### src/rtl/cordic_post_processing_unit_pkg.sv
// Shared CORDIC definitions: data width, Q2.14 angle constants, quadrant flags
// and the saturating negate used for output sign correction.
package cordic_post_processing_unit_pkg;

  localparam int unsigned CORDIC_DATA_W = 16;

  // Q2.14 angle constants used by range reduction; they exceed the signed data
  // range, so they are kept as unsigned integers.
  localparam int unsigned PI_2   = 25736;
  localparam int unsigned PI     = 51472;
  localparam int unsigned PI_3_2 = 77208;
  localparam int unsigned TWO_PI = 102944;

  typedef logic signed [CORDIC_DATA_W-1:0] data_t;

  typedef struct packed {
    logic cos_neg;
    logic sin_neg;
  } quad_flag_t;

  typedef struct packed {
    logic  sat;
    data_t val;
  } neg_t;

  // -x, except the most negative code maps to the most positive one.
  function automatic neg_t sneg(input data_t x);
    neg_t r;
    r.sat = (x == data_t'({1'b1, {(CORDIC_DATA_W-1){1'b0}}}));
    if (r.sat) r.val = data_t'({1'b0, {(CORDIC_DATA_W-1){1'b1}}});
    else       r.val = -x;
    return r;
  endfunction

endpackage

### src/rtl/cordic_flag_fifo.sv
// Circular synchronous FIFO with occupancy count; no read-through bypass,
// synchronous clear takes priority over push and pop.
module cordic_flag_fifo #(
  parameter int unsigned WIDTH = 2,
  parameter int unsigned DEPTH = 4,
  parameter int unsigned CNT_W = $clog2(DEPTH) + 1
) (
  input  logic             i_clk,
  input  logic             i_rst_n,
  input  logic             i_clr,
  input  logic             i_push,
  input  logic [WIDTH-1:0] i_wdata,
  input  logic             i_pop,
  output logic [WIDTH-1:0] o_rdata_c,
  output logic [CNT_W-1:0] o_count,
  output logic             o_full_c,
  output logic             o_empty_c
);

  localparam int unsigned PTR_W = (DEPTH > 1) ? $clog2(DEPTH) : 1;

  logic [WIDTH-1:0] r_mem [DEPTH];
  logic [PTR_W-1:0] r_wr_ptr;
  logic [PTR_W-1:0] r_rd_ptr;
  logic [CNT_W-1:0] r_count;
  logic             w_push;
  logic             w_pop;

  assign o_full_c  = (r_count == CNT_W'(DEPTH));
  assign o_empty_c = (r_count == '0);
  assign o_count   = r_count;
  assign o_rdata_c = r_mem[r_rd_ptr];
  assign w_push    = i_push && !o_full_c && !i_clr;
  assign w_pop     = i_pop && !o_empty_c && !i_clr;

  // Power-of-two depth lets the pointers wrap by natural overflow.
  always_ff @(posedge i_clk or negedge i_rst_n) begin
    if (!i_rst_n) begin
      r_wr_ptr <= '0;
      r_rd_ptr <= '0;
      r_count  <= '0;
    end else if (i_clr) begin
      r_wr_ptr <= '0;
      r_rd_ptr <= '0;
      r_count  <= '0;
    end else begin
      if (w_push) r_wr_ptr <= r_wr_ptr + PTR_W'(1);
      if (w_pop)  r_rd_ptr <= r_rd_ptr + PTR_W'(1);
      case ({w_push, w_pop})
        2'b10:   r_count <= r_count + CNT_W'(1);
        2'b01:   r_count <= r_count - CNT_W'(1);
        default: r_count <= r_count;
      endcase
    end
  end

  always_ff @(posedge i_clk) begin
    if (w_push) r_mem[r_wr_ptr] <= i_wdata;
  end

endmodule

### src/rtl/cordic_post_processing_unit.sv
// Pairs queued quadrant flags with first-quadrant CORDIC results and applies
// saturating sign correction into a registered valid/ready output stage.
module cordic_post_processing_unit
  import cordic_post_processing_unit_pkg::*;
#(
  parameter int unsigned DATA_W = CORDIC_DATA_W,
  parameter int unsigned DEPTH  = 4,
  parameter int unsigned CNT_W  = $clog2(DEPTH) + 1
) (
  input  logic              i_clk,
  input  logic              i_rst_n,
  input  logic              i_flush,
  input  logic              i_flag_valid,
  input  logic              i_cos_negate,
  input  logic              i_sin_negate,
  output logic              o_flag_ready_c,
  input  logic              i_core_valid,
  input  logic [DATA_W-1:0] i_core_cos,
  input  logic [DATA_W-1:0] i_core_sin,
  output logic              o_core_ready_c,
  output logic              o_out_valid,
  output logic [DATA_W-1:0] o_out_cos,
  output logic [DATA_W-1:0] o_out_sin,
  output logic              o_out_sat,
  input  logic              i_out_ready,
  output logic [CNT_W-1:0]  o_flag_count,
  output logic              o_err_orphan
);

  quad_flag_t        w_wr_flag;
  quad_flag_t        w_rd_flag;
  logic              w_full;
  logic              w_empty;
  logic              w_can_load;
  logic              w_pop;
  neg_t              w_cos_neg;
  neg_t              w_sin_neg;
  logic [DATA_W-1:0] w_cos_res;
  logic [DATA_W-1:0] w_sin_res;
  logic              w_sat;

  logic              r_out_valid;
  logic [DATA_W-1:0] r_out_cos;
  logic [DATA_W-1:0] r_out_sin;
  logic              r_out_sat;
  logic              r_err_orphan;

  assign w_wr_flag = '{cos_neg: i_cos_negate, sin_neg: i_sin_negate};

  cordic_flag_fifo #(
    .WIDTH ($bits(quad_flag_t)),
    .DEPTH (DEPTH),
    .CNT_W (CNT_W)
  ) u_flag_fifo (
    .i_clk     (i_clk),
    .i_rst_n   (i_rst_n),
    .i_clr     (i_flush),
    .i_push    (i_flag_valid),
    .i_wdata   (w_wr_flag),
    .i_pop     (w_pop),
    .o_rdata_c (w_rd_flag),
    .o_count   (o_flag_count),
    .o_full_c  (w_full),
    .o_empty_c (w_empty)
  );

  // A result is taken only when a flag is waiting and the output can accept it.
  assign w_can_load     = !r_out_valid || i_out_ready;
  assign o_core_ready_c = !w_empty && w_can_load && !i_flush;
  assign o_flag_ready_c = !w_full;
  assign w_pop          = i_core_valid && o_core_ready_c;

  assign w_cos_neg = sneg(data_t'(i_core_cos));
  assign w_sin_neg = sneg(data_t'(i_core_sin));
  assign w_cos_res = w_rd_flag.cos_neg ? DATA_W'(w_cos_neg.val) : i_core_cos;
  assign w_sin_res = w_rd_flag.sin_neg ? DATA_W'(w_sin_neg.val) : i_core_sin;
  assign w_sat     = (w_rd_flag.cos_neg && w_cos_neg.sat) ||
                     (w_rd_flag.sin_neg && w_sin_neg.sat);

  always_ff @(posedge i_clk or negedge i_rst_n) begin
    if (!i_rst_n) begin
      r_out_valid <= 1'b0;
      r_out_cos   <= '0;
      r_out_sin   <= '0;
      r_out_sat   <= 1'b0;
    end else if (i_flush) begin
      r_out_valid <= 1'b0;
    end else if (w_pop) begin
      r_out_valid <= 1'b1;
      r_out_cos   <= w_cos_res;
      r_out_sin   <= w_sin_res;
      r_out_sat   <= w_sat;
    end else if (i_out_ready) begin
      r_out_valid <= 1'b0;
    end
  end

  // Sticky record of a core result arriving with no flag to pair it with.
  always_ff @(posedge i_clk or negedge i_rst_n) begin
    if (!i_rst_n) r_err_orphan <= 1'b0;
    else if (i_core_valid && w_empty) r_err_orphan <= 1'b1;
  end

  assign o_out_valid  = r_out_valid;
  assign o_out_cos    = r_out_cos;
  assign o_out_sin    = r_out_sin;
  assign o_out_sat    = r_out_sat;
  assign o_err_orphan = r_err_orphan;

endmodule
### config.mk
export PLATFORM = sky130hd
export DESIGN_NAME = cordic_post_processing_unit
export DESIGN_NICKNAME = d
export VERILOG_FILES = /design/src/rtl/cordic_post_processing_unit_pkg.sv /design/src/rtl/cordic_flag_fifo.sv /design/src/rtl/cordic_post_processing_unit.sv
export SDC_FILE = /design/constraint.sdc
export NUM_CORES = 1
export LEC_CHECK = 0
export CAP_MARGIN = 30
export CORE_MARGIN = 2
export CORE_UTILIZATION = 60
export CTS_CLUSTER_SIZE = 16
export DETAILED_ROUTE_END_ITERATION = 7
export DONT_BUFFER_PORTS = 1
export GPL_ROUTABILITY_DRIVEN = 0
export PLACE_DENSITY = 0.76
export SLEW_MARGIN = 20
export SYNTH_ARGS = -nofsm -noshare
export SYNTH_HDL_FRONTEND = slang
export SYNTH_SLANG_ARGS = --single-unit
### constraint.sdc
create_clock -name i_clk -period 3.3 [get_ports i_clk]
set_input_delay 0 -clock i_clk [delete_from_list [all_inputs] [get_ports i_clk]]
set_output_delay 0 -clock i_clk [all_outputs]
set_load 0.03 [all_outputs]
Word-level counts from Yosys, hierarchy flattened
Memory sizes are Yosys's and may differ from the RTL's.
Index checks and enable logic that the tools add are counted.
{"block": "classes", "n_mux": 15, "reduce_logical": 22, "n_eq_ne": 5, "bitwise": 1, "n_addsub": 6}
{"cell": "$mux W16", "n": 4}
{"cell": "$eq A16 B16 Y1 const B", "n": 2}
{"cell": "$neg A16 Y16", "n": 2}
{"cell": "$logic_and A1 B1 Y1", "n": 10}
{"cell": "$mux W2", "n": 4}
{"cell": "$pmux W3 S2", "n": 1}
{"cell": "$reduce_bool A3 Y1", "n": 2}
{"cell": "$mux W1", "n": 5}
{"cell": "$add A2 B1 Y2 const B", "n": 2}
{"cell": "$logic_not A1 Y1", "n": 4}
{"cell": "$reduce_bool A2 Y1", "n": 2}
{"cell": "$add A3 B1 Y3 const B", "n": 1}
{"cell": "$eq A3 B3 Y1 const B", "n": 1}
{"cell": "$logic_not A3 Y1", "n": 1}
{"cell": "$mux W3", "n": 1}
{"cell": "$sub A3 B1 Y3 const B", "n": 1}
{"cell": "$eq A2 B1 Y1 const B", "n": 1}
{"cell": "$eq A2 B2 Y1 const B", "n": 1}
{"cell": "$logic_or A1 B1 Y1", "n": 2}
{"cell": "$reduce_and A2 Y1", "n": 1}
{"cell": "$not A1 Y1", "n": 1}
{"block": "totals", "word_cells": 58, "reg_bits": 42, "mem_count": 1, "out_inout_bits": 40, "ramBits": 8}
{"memory": "u_flag_fifo.r_mem", "words": 4, "width": 2, "read_ports": 1, "rd_clocked_by_memory_dff": 0, "write_ports": 1, "line_no": "cordic_flag_fifo.sv:22", "source": "logic [WIDTH-1:0] r_mem [DEPTH];"}

Longest topological paths before layout
{"block": "depth", "depth_word": 10, "mapped_depth": 10}

Hierarchy
A second synthesis with hierarchy kept.
{"block": "hier_totals", "hier_cells": 298, "area_unflattened_um2": 2842.7}
{"module": "cordic_post_processing_unit", "seq_area_each_um2": 875.8, "cells_per_inst": 223, "area_each_um2": 1981.9, "n_inst": 1}
{"module": "cordic_flag_fifo", "seq_area_each_um2": 415.4, "cells_per_inst": 75, "area_each_um2": 860.8, "n_inst": 1}

Least setup slack after synthesis
No wires, ideal clock.
{"block": "synth_path", "path_type": "flip-flop to flip-flop", "startpoint": "register u_flag_fifo.r_count[0] (netlist: u_flag_fifo.o_count[0])", "endpoint": "register u_flag_fifo.r_count[2] (netlist: u_flag_fifo.o_count[2])", "setup_ns": 0.078, "t_required_ns": 3.222, "setup_slack_ns": 0.734, "arrival_ns": 2.488, "stages_incl_launch_ff": 11, "path_cell_list": "dfrtp_1 -> or3b_1 -> nand2_1 -> nor2_1 -> nor2_1 -> fa_1 -> inv_1 -> nor2_1 -> a311oi_1 -> a21oi_1 -> a21oi_1"}
{"block": "synth_between", "word_cells_on_any_way": 18}
{"item": "from (decl)", "line_no": "cordic_flag_fifo.sv:25", "source": "logic [CNT_W-1:0] r_count;"}
{"item": "from (signal assigned)", "line_no": "cordic_flag_fifo.sv:50", "source": "2'b10: r_count <= r_count + CNT_W'(1);"}
{"item": "from (signal assigned)", "line_no": "cordic_flag_fifo.sv:51", "source": "2'b01: r_count <= r_count - CNT_W'(1);"}
{"item": "from (signal assigned)", "line_no": "cordic_flag_fifo.sv:52", "source": "default: r_count <= r_count;"}
{"item": "$eq A3 B3 Y1 *", "line_no": "cordic_flag_fifo.sv:29", "source": "assign o_full_c = (r_count == CNT_W'(DEPTH));"}
{"item": "$logic_not A1 Y1 *"}
{"item": "named net o_flag_ready_c", "line_no": "cordic_post_processing_unit.sv:16", "source": "output logic o_flag_ready_c,"}
{"item": "$logic_and A1 B1 Y1 * (2 in series)", "line_no": "cordic_flag_fifo.sv:33", "source": "assign w_push = i_push && !o_full_c && !i_clr;"}
{"item": "$eq A2 B1 Y1 / $eq A2 B2 Y1 (equally long branches)", "line_no": "cordic_flag_fifo.sv:49", "source": "case ({w_push, w_pop})"}
{"item": "$pmux W3 S2", "line_no": "cordic_flag_fifo.sv:49"}
{"item": "$mux W3", "line_no": "cordic_flag_fifo.sv:42", "source": "end else if (i_clr) begin"}
Mark *: on every way through the listed nets, which the timed path passes. The rest lies on a longest branch.
A chain may end at the register's enable or synchronous reset.

Worst setup path in the final report
{"block": "layout_path", "startpoint": "register u_flag_fifo.r_count[1] (netlist: u_flag_fifo.o_count[1])", "endpoint": "register u_flag_fifo.r_count[2] (netlist: u_flag_fifo.o_count[2])"}
The elaborated chain is that of the path after synthesis.

==> flow_summary.toml <==
[run_status]
status = "complete, no violations"

[place]
place_ws_ns = 0.420
place_area_um2 = 2820
io_buffer_count = 0
post-dp-hpwl_um = 4400
dp_cells = 325

[timing]
post-route-period-util_pct = 86.9
layout_setup_ws_ns = 0.431
min_period_ns = 2.87
worst_pin_slew_ns = 0.876
max_freq_ghz = 0.349
slew_violations = 0
hold_slack_ns = 0.0156
setup-tns-final_ns = 0
rsz0062_at_grt = "false"
final.setup_skew_ns = 0.00606
hold_viol = 0
setup-violations-final = 0
slew_headroom_pct = 41.6

[clocking]
cts.clk_slew.worst_paths_ns = 0.09
clk-insertion-delay-late_ns = 0.30
cts_max_level = 2
ctsLongestPathBuffers = 2
cts_tree = "done"
numCtsBuffers = 5
cts_post_setup_buffers_inserted = 0
numClockSinks = 50
cts_root_buf = "clkbuf_8"

[route]
drt_first_pass_iters = 5
viasPerCell = 6.29
drc_errors = 0
drtAntennaViolNets = 0
wl_per_cell_um = 18.2
routed_wl_um = 6820
detailroute.via_count = 2360
drt_iter0_markers = 179

[setup_path]
rrSetupSlack_ns = 0.43
r2r_start = "u_flag_fifo.o_count[1]$_DFFE_PN0P_"
r2r_end = "u_flag_fifo.o_count[2]$_DFFE_PN0P_"
crit_fanout = 7
worstSetupStartpointType = "flop"
endpoint_kind = "flop"
critPathRequiredTime_ns = 3.52
cp.arrival_ns = 3.09
reg2reg_depth = 10
critPathKind = "flop to flop"

[layout]
n_fill_cell = 294
final_cells = 375
areaGrowthSynthToFinish_pct = 20.6
antennaDiodeCount = 0
nNetsFinal = 369
regArea_um2 = 1290
final_util_pct = 76.2
multi_input_area_um2 = 1410
drive_gt1_share_pct = 5.88
stdcell_area_um2 = 3360

[floorplan]
io_pins = 80
fp.dieH_um = 72.2
start_util_pct = 63.2
die_x_um = 72.2
core_region_area_um2 = 4410
rows = 24
die_area_um2 = 5210

[synthesis]
ys_top_cells_by_area = "dfrtp_1 (38%), edfxtp_1 (8.6%), xor2_1 (6.6%)"
syn_area_um2 = 2790
synth_top_cell_area_share_pct = 37.7
ys_warn_count = 0
synth_seq_cells = 50
synthCells = 285
synth_area_leader_cell = "dfrtp_1"
synth_fp_nets = 332
synth_area_per_cell_um2 = 9.79
yosys_most_used_dff = "dfrtp_1"
synth.top_cells.by_count = "dfrtp_1 (42), nor2_1 (37), xor2_1 (21)"
yosysUniqueCellTypes = 49
synthArstFlopShare_pct = 84.0
ys_seq_area_share_pct = 46.3
synth.most_common_cell = "dfrtp_1"
synth_edf_count = 8

[run]
drv_cap = 0

[min_path]
min_path_type = "primary input to flop"
hold_path_end = "o_out_cos[3]$_DFFE_PN0P_"
hp-start = "i_core_cos[1]"
hold_depth = 3

[global_route]
grt_pass1_wl_um = 11200
track_usage_pct = 27.8
grt_pass1_vias = 2412
grt_max_degree = 43
antenna_found_initial = 0
grt_overflow = 0

[pwr]
power.net_switching_mw = 1.25
pwr-share-clk_pct = 16.2
power_mw = 2.73
power_density_nw_per_um2 = 813
leakage_nw = 1.34
seq_power_share_pct = 52.4
switching_share_pct = 45.9
combPwrFrac_pct = 31.5
p_int_mw = 1.48
max-vdd-ir-drop_mv = 0.535
-- cells in the final DEF (no fill, tap or decap), drive strengths merged, types with 6 or more instances in the layout --
| cell type | n |
|---|---|
| a21oi | 10 |
| a31oi | 15 |
| clkbuf | 7 |
| dfrtp | 42 |
| dlygate4sd3 | 41 |
| edfxtp | 8 |
| ha | 6 |
| inv | 8 |
| nand2 | 20 |
| nor2 | 37 |
| o211ai | 9 |
| o21ai | 14 |
| o31ai | 8 |
| o41ai | 6 |
| or3 | 6 |
| or4 | 6 |
| xor2 | 21 |
-- flip-flops by register name (all words and copies together), names as in the netlist --
name / flops
o_err_orphan: 1
o_out_cos: 16
o_out_sat: 1
o_out_sin: 16
o_out_valid: 1
u_flag_fifo.o_count: 3
u_flag_fifo.r_mem: 8
u_flag_fifo.r_rd_ptr: 2
u_flag_fifo.r_wr_ptr: 2
-- final cells by class --
| type | instances | area share (%) |
|---|---|---|
| repair buffers | 45 | 13.5 |
| flip-flops and latches | 50 | 38.4 |
| clock buffers | 7 | 2.57 |
| well taps | 52 | 1.93 |
| clock inverters | 1 | 0.893 |
| inverters | 8 | 0.893 |
| multi-input cells | 212 | 41.9 |
-- routing by layer --
layer  wire length [µm]  up-vias  track usage, %  part of all wire [%]
met5                  0        -               0                     0
met4                 46        0            9.01                  0.67
met3                647        6            7.50                   9.5
met2               3510      104            47.4                    51
met1               2620     1133            34.3                    38
li1                   -     1117               -                     -
-- power groups by stage --
stage               Sequential (mW)  Clock (mW)  Combinational, mW
global placement               1.44           0              0.733
floorplan                      1.41           0              0.631
detailed placement             1.45           0              0.762
finish                         1.43       0.442              0.860
global route                   1.46       0.477              0.966
CTS                            1.44       0.454              0.845
-- worst max-delay path, stage by stage (launching register included) --
cell and delay, ns:
dfrtp_1 0.63, or3b_1 0.39, nand2_1 0.25, nor2_1 0.29, nor2_1 0.11, fa_1 0.43
inv_1 0.10, nor2_1 0.05, a311oi_1 0.26, a21oi_1 0.07, a21oi_1 0.20
-- kinds of logic after synthesis --
family | share of synthesized area [%]
buffers and inverters | 3.19
and+or+nand+nor | 17.5
xor gates and xnor gates | 8.17
muxes | 2.33
DFF | 46.3
adders and majority gates | 3.41
AOI/OAI and AO/OA | 19.1
-- repair_timing --
| item | in CTS | in global routing |
|---|---|---|
| resized for setup | 0 | 0 |
| hold buffers | 42 | 0 |
| hold endpoints to repair | 89 | 0 |
-- worst max-delay path by stage --
stage	from	to	cells after the start
6_report	u_flag_fifo.o_count[1]$_DFFE_PN0P_	u_flag_fifo.o_count[2]$_DFFE_PN0P_	10
5_1_grt	u_flag_fifo.o_count[1]$_DFFE_PN0P_	u_flag_fifo.o_count[2]$_DFFE_PN0P_	10
4_1_cts	u_flag_fifo.o_count[1]$_DFFE_PN0P_	u_flag_fifo.o_count[2]$_DFFE_PN0P_	10
3_5_place_dp	u_flag_fifo.o_count[1]$_DFFE_PN0P_	u_flag_fifo.o_count[2]$_DFFE_PN0P_	10
3_3_place_gp	u_flag_fifo.o_count[1]$_DFFE_PN0P_	u_flag_fifo.o_count[2]$_DFFE_PN0P_	10
2_1_floorplan	u_flag_fifo.o_count[0]$_DFFE_PN0P_	u_flag_fifo.o_count[2]$_DFFE_PN0P_	10
Power figures use the tool's default switching activity.
